$ cat src/rtl/gshare_pht_pkg.sv
// Shared types and sizing for the gshare pattern history table.
// Counters use the classic 2-bit saturating scheme; bit 1 is the predicted direction.
package gshare_pht_pkg;

    localparam int GHR_W       = 10;
    localparam int PHT_ENTRIES = 2 ** GHR_W;

    typedef enum logic [1:0] {
        CTR_SNT = 2'b00,
        CTR_WNT = 2'b01,
        CTR_WT  = 2'b10,
        CTR_ST  = 2'b11
    } pht_ctr_t;

    typedef enum logic {
        INIT  = 1'b0,
        READY = 1'b1
    } pht_state_t;

endpackage

$ cat src/rtl/gshare_pht_if.sv
// Prediction and training bus between the fetch/resolve stages and the gshare table.
interface gshare_pht_if #(
    parameter int GHR_W = gshare_pht_pkg::GHR_W
);
    logic             pred_valid_in;
    logic [31:0]      pred_pc;
    logic [GHR_W-1:0] history;
    logic             pred_valid_out;
    logic             pred_taken;
    logic [GHR_W-1:0] pred_index;
    logic             ready;
    logic             upd_valid;
    logic [GHR_W-1:0] upd_index;
    logic             upd_taken;

    modport master (
        output pred_valid_in, pred_pc, history, upd_valid, upd_index, upd_taken,
        input  pred_valid_out, pred_taken, pred_index, ready
    );

    modport slave (
        input  pred_valid_in, pred_pc, history, upd_valid, upd_index, upd_taken,
        output pred_valid_out, pred_taken, pred_index, ready
    );
endinterface

$ cat src/rtl/gshare_pht_sat_ctr2.sv
// Next-state function of a 2-bit saturating branch counter.
module sat_ctr2
    import gshare_pht_pkg::*;
(
    input  pht_ctr_t ctr,
    input  logic     taken,
    output pht_ctr_t next_ctr
);

    always_comb begin
        next_ctr = ctr;
        case (ctr)
            CTR_SNT: next_ctr = taken ? CTR_WNT : CTR_SNT;
            CTR_WNT: next_ctr = taken ? CTR_WT  : CTR_SNT;
            CTR_WT:  next_ctr = taken ? CTR_ST  : CTR_WNT;
            CTR_ST:  next_ctr = taken ? CTR_ST  : CTR_WT;
        endcase
    end

endmodule

$ cat src/rtl/gshare_pht.sv
// Gshare direction predictor: PC/history-hashed table of 2-bit counters with
// a one-cycle prediction pipe, a single-cycle training RMW and a power-up init sweep.
module gshare_pht #(
    parameter int GHR_W       = gshare_pht_pkg::GHR_W,
    parameter int PHT_ENTRIES = gshare_pht_pkg::PHT_ENTRIES
) (
    input logic         clk,
    input logic         reset,
    gshare_pht_if.slave bus
);
    import gshare_pht_pkg::*;

    localparam logic [GHR_W-1:0] LAST_PTR = GHR_W'(PHT_ENTRIES - 1);

    pht_state_t       state;
    pht_state_t       state_next;
    logic             in_init;
    logic             ready_int;
    logic [GHR_W-1:0] sweep_ptr;

    pht_ctr_t         pht [PHT_ENTRIES];

    logic [GHR_W-1:0] pred_idx;
    pht_ctr_t         rd_ctr;
    pht_ctr_t         pred_ctr;
    pht_ctr_t         upd_ctr;
    pht_ctr_t         upd_next;
    logic             upd_en;
    logic             pred_en;

    logic             pred_valid_q;
    logic             pred_taken_q;
    logic [GHR_W-1:0] pred_index_q;

    always_ff @(posedge clk) begin
        if (reset) begin
            state <= INIT;
        end else begin
            state <= state_next;
        end
    end

    always_comb begin
        state_next = state;
        case (state)
            INIT:  if (sweep_ptr == LAST_PTR) state_next = READY;
            READY: state_next = READY;
        endcase
    end

    always_comb begin
        in_init   = 1'b0;
        ready_int = 1'b0;
        case (state)
            INIT:  in_init   = 1'b1;
            READY: ready_int = 1'b1;
        endcase
    end

    always_ff @(posedge clk) begin
        if (reset) begin
            sweep_ptr <= '0;
        end else if (in_init) begin
            sweep_ptr <= sweep_ptr + 1'b1;
        end
    end

    assign pred_idx = bus.pred_pc[GHR_W+1:2] ^ bus.history;
    assign upd_en   = !in_init && bus.upd_valid;
    assign pred_en  = !in_init && bus.pred_valid_in;
    assign upd_ctr  = pht[bus.upd_index];
    assign rd_ctr   = pht[pred_idx];

    sat_ctr2 u_sat_ctr2 (
        .ctr      (upd_ctr),
        .taken    (bus.upd_taken),
        .next_ctr (upd_next)
    );

    // A training write landing on the entry being predicted is forwarded so the
    // prediction sees the counter as it will be after this edge.
    assign pred_ctr = (upd_en && (bus.upd_index == pred_idx)) ? upd_next : rd_ctr;

    always_ff @(posedge clk) begin
        if (in_init) begin
            pht[sweep_ptr] <= CTR_WNT;
        end else if (upd_en) begin
            pht[bus.upd_index] <= upd_next;
        end
    end

    always_ff @(posedge clk) begin
        if (reset) begin
            pred_valid_q <= 1'b0;
            pred_taken_q <= 1'b0;
            pred_index_q <= '0;
        end else begin
            pred_valid_q <= pred_en;
            if (pred_en) begin
                pred_taken_q <= (pred_ctr >= CTR_WT);
                pred_index_q <= pred_idx;
            end
        end
    end

    assign bus.pred_valid_out = pred_valid_q;
    assign bus.pred_taken     = pred_taken_q;
    assign bus.pred_index     = pred_index_q;
    assign bus.ready          = ready_int;

endmodule

$ cat src/flat_wrapper.sv
// flat-port wrapper written by rule: the top's interface ports become plain ports
module gshare_pht_flat import gshare_pht_pkg::*;
#(
    parameter int GHR_W       = gshare_pht_pkg::GHR_W,
    parameter int PHT_ENTRIES = gshare_pht_pkg::PHT_ENTRIES
)
  (clk, reset, bus_pred_valid_in, bus_pred_pc, bus_history, bus_upd_valid, bus_upd_index, bus_upd_taken, bus_pred_valid_out, bus_pred_taken, bus_pred_index, bus_ready);
  gshare_pht_if #(.GHR_W(GHR_W)) bus_i ();
  input logic clk;
  input logic reset;
  input wire logic [$bits(bus_i.pred_valid_in)-1:0] bus_pred_valid_in;
  input wire logic [$bits(bus_i.pred_pc)-1:0] bus_pred_pc;
  input wire logic [$bits(bus_i.history)-1:0] bus_history;
  input wire logic [$bits(bus_i.upd_valid)-1:0] bus_upd_valid;
  input wire logic [$bits(bus_i.upd_index)-1:0] bus_upd_index;
  input wire logic [$bits(bus_i.upd_taken)-1:0] bus_upd_taken;
  output wire logic [$bits(bus_i.pred_valid_out)-1:0] bus_pred_valid_out;
  output wire logic [$bits(bus_i.pred_taken)-1:0] bus_pred_taken;
  output wire logic [$bits(bus_i.pred_index)-1:0] bus_pred_index;
  output wire logic [$bits(bus_i.ready)-1:0] bus_ready;
  assign bus_i.pred_valid_in = bus_pred_valid_in;
  assign bus_i.pred_pc = bus_pred_pc;
  assign bus_i.history = bus_history;
  assign bus_i.upd_valid = bus_upd_valid;
  assign bus_i.upd_index = bus_upd_index;
  assign bus_i.upd_taken = bus_upd_taken;
  assign bus_pred_valid_out = bus_i.pred_valid_out;
  assign bus_pred_taken = bus_i.pred_taken;
  assign bus_pred_index = bus_i.pred_index;
  assign bus_ready = bus_i.ready;
  gshare_pht #(.GHR_W(GHR_W), .PHT_ENTRIES(PHT_ENTRIES)) u_core (.clk(clk), .reset(reset), .bus(bus_i));
endmodule
$ cat config.mk
export PLATFORM = sky130hd
export DESIGN_NAME = gshare_pht_flat
export DESIGN_NICKNAME = d
export VERILOG_FILES = /design/src/rtl/gshare_pht_pkg.sv /design/src/rtl/gshare_pht_if.sv /design/src/rtl/gshare_pht_sat_ctr2.sv /design/src/rtl/gshare_pht.sv /design/src/flat_wrapper.sv
export SDC_FILE = /design/constraint.sdc
export NUM_CORES = 2
export LEC_CHECK = 0
export CAP_MARGIN = 20
export CORE_ASPECT_RATIO = 1.1
export CORE_UTILIZATION = 45
export DETAILED_ROUTE_END_ITERATION = 10
export PLACE_DENSITY = 0.59
export SLEW_MARGIN = 20
export SYNTH_ARGS = -nofsm -noshare
export SYNTH_HDL_FRONTEND = slang
export SYNTH_SLANG_ARGS = --single-unit
$ cat constraint.sdc
create_clock -name clk -period 24 [get_ports clk]
set_input_delay 4.8 -clock clk [delete_from_list [all_inputs] [get_ports clk]]
set_output_delay 4.8 -clock clk [all_outputs]
set_load 0.02 [all_outputs]
==> flow_summary.yaml <==
status:
  outcome: "finished clean"
grt:
  grt_usage_pct: 30.00
  grt_pass1_vias: 57054
  grt_max_degree: 258
  grt.overflow.total: 0
  grt_pass1_wl_um: 439300
  antenna_found_initial: 18
min_path:
  hp-class: "flop to flop"
  whs_path_depth: 2
  min_from: "u_core.bus.pred_index[9]"
  hold_end: "u_core.bus.pred_index[9]"
clocking:
  cts_resized: 0
  cts_hold_buf: 0
  cts_buffers: 211
  clock_sinks: 2071
  cts_setup_buffers: 0
  clock_latency_ns: 0.88
  cts_tree: "yes"
  root_buffer: "clkbuf_16"
  clock_path_buffers: 3
  htree_num_levels: 4
  clkTransAtPathRegs_ns: 0.06
pwr:
  powerDensity_nw_per_um2: 75.22
  ir_drop_mv: 0.07100
  p_leak_uw: 0.03511
synthesis:
  synth_enable_flop_cells: 2048
  synth_top_family_by_area: "multiplexers"
  syn_nets: 5851
  synth_area_um2: 94000
  async_flop_share_pct: 0
  synth_xor_area_share_pct: 0.3607
  synth_ff_type: "edfxtp_1"
  seq_area_frac_synth_pct: 65.92
  avgSynthCellArea_um2: 16.23
  synth-seq-cells: 2071
  synth_mux_area_share_pct: 19.00
  yosys_warnings: 0
  ys_types: 81
  synthSimpleGateAreaFrac_pct: 7.107
  synth-compound-area-share_pct: 4.334
  syn_inst: 5793
  synthAdderAreaFrac_pct: 0.02396
die:
  start_util_pct: 45.38
  design.core.area_um2: 207100
  die_h_um: 481.3
  die_w_um: 437.8
  top_level_ports: 70
  dieArea_um2: 210700
  fp-row-count: 175
routing:
  dr.first_iter.drc_count: 8448
  via_per_inst: 6.686
  drt-total-wl_um: 318400
  vias: 58052
  avgRoutedWirePerCell_um: 36.67
  dr.pass1.iters: 5
  ant_nets: 0
  route.detailed.drc: 0
sta:
  setup_slack_ns: 10.38
  min_period_ns: 13.62
  fin_hold_ws_ns: 0.5039
  setup_violations: 0
  finalHoldViolations: 0
  slew_headroom_pct: 18.01
  finalMaxSlewViolations: 0
  setup_tns_ns: 0
  rsz0062_at_grt: "false"
  skew_ns: 0.03388
  period_share_pct: 56.76
  fmax_mhz: 73.41
  worst_pin_slew_ns: 1.220
cells_and_area:
  drive_above_1_share_pct: 20.87
  fin_nets: 5805
  nFillCells: 17429
  most-common-layout-cells: "2,048 x edfxtp_1, 1,104 x nor2_1, 624 x mux4_2"
  final_common_cell: "edfxtp_1"
  syn_to_final_growth_pct: 10.57
critical_path:
  crit_start: "bus_upd_index[0]"
  regToRegSetupSlack_ns: 16.42
  worstReg2RegStart: "u_core.pht[53][0]"
  cp.arrival_ns: 14.13
  critPathMaxFanout: 257
  cp-end-kind: "flop"
  cp_data_required_time_ns: 24.51
  critPathKind: "input pin to flop"
  rr_endpoint: "u_core.pht[32][0]"
  cp-start-kind: "input pin"
  ff2ff_path_depth: 13
place:
  portBuffers: 47
  place_ws_ns: 9.493
  hpwlAfterDp_um: 189400
  gp_congestion: 0.9075
run:
  maxCapViolations: 0
[cells by family (layout without fill, tap and decap cells)]
logic type	Yosys count	in the layout
compound gates	569	569
xor+xnor	37	37
fa+ha+maj	2	2
buf+inv	506	640
flops	2071	2071
mux	967	967
other cells	0	13
simple gates	1641	1641
[critical path, stage by stage]
cell	delay, ns
buf_8	0.52
buf_4	0.70
buf_4	0.77
buf_4	0.73
mux2i_1	0.16
o221ai_1	0.28
o22ai_1	0.13
nor3_1	0.67
o32ai_1	0.40
nor4_1	0.73
a211oi_1	0.17
o31ai_1	0.36
and3_4	0.75
buf_4	0.86
buf_4	0.88
buf_12	0.84
[state kept, by name, summed over array words and instances, names as in the netlist]
name	count
u_core.state	1
u_core.bus.pred_valid_out	1
u_core.bus.pred_taken	1
u_core.pht	2048
u_core.bus.pred_index	10
u_core.sweep_ptr	10
[worst max-delay path by stage]
| stage | to | slack [ns] | depth (start not counted) |
|---|---|---|---|
| 4_1_cts | u_core.pht[14][0] | 10.40 | 16 |
| 3_3_place_gp | u_core.pht[42][0] | 9.43 | 16 |
| 5_1_grt | u_core.pht[41][0] | 9.86 | 16 |
| 2_1_floorplan | u_core.pht[0][1] | 1.21 | 12 |
| 6_report | u_core.pht[201][1] | 10.38 | 16 |
| 3_5_place_dp | u_core.pht[12][0] | 9.49 | 16 |
[layout make-up]
cell class | instances | area, um2 | area share (%)
tap | 2743 | 3432 | 3.302
sequential | 2071 | 61960 | 59.62
multi-input combinational | 3216 | 29580 | 28.47
inverter | 10 | 40.04 | 0.03852
clock buffer | 271 | 5714 | 5.498
clock inverter | 122 | 1136 | 1.093
antenna | 13 | 32.53 | 0.03130
timing repair buffer | 237 | 2032 | 1.955
[routing by layer]
layer | up-vias | global-route usage (%) | routed length, um
li1 | 23001 | - | -
met3 | 823 | 7.041 | 34040
met5 | - | 0 | 70
met2 | 3560 | 45.99 | 145900
met1 | 30658 | 39.51 | 118400
met4 | 10 | 16.81 | 20040
[power breakdown]
group          switching, uW  total, uW  internal [uW]
clock                   1430       3310           1880
combinational            405        598            193
sequential              1.20       3910           3910
total                   1830       7820           5990
[through the flow]
step           area [um2]  std cells  utilization (%)  power (uW)
3_3_place_gp        96910       8272            46.79        4574
2_1_floorplan       94000       5793                -        4343
3_5_place_dp        97030       8276            46.84        4575
6_report           103900       8683            50.18        7818
5_1_grt            103900       8671            50.16        7963
4_1_cts            103900       8669            50.15        7820
[synth_stat cells, types with 22 or more instances]
master    instances  share of area (%)
buf_4            26               0.21
o221ai_1         58               0.54
o22ai_1          58               0.39
mux4_1           22               0.61
mux2i_1         306                3.3
o21ai_0          37               0.20
nor3_1           42               0.22
xnor2_1          23               0.21
buf_1            22              0.088
clkbuf_1        284                1.1
nor2_1         1113                4.4
a211oi_1         36               0.29
edfxtp_1       2048                 65
nand2_1         264                1.1
dfxtp_1          23               0.49
nand4_1          26               0.17
mux4_2          624                 15
nand3_1         104               0.55
a221oi_1         25               0.23
buf_2            79               0.42
buf_12           30               0.64
buf_6            39               0.47
a21oi_1         102               0.54
a22oi_1         104               0.83
No activity file was read; power rests on OpenSTA's default activity.
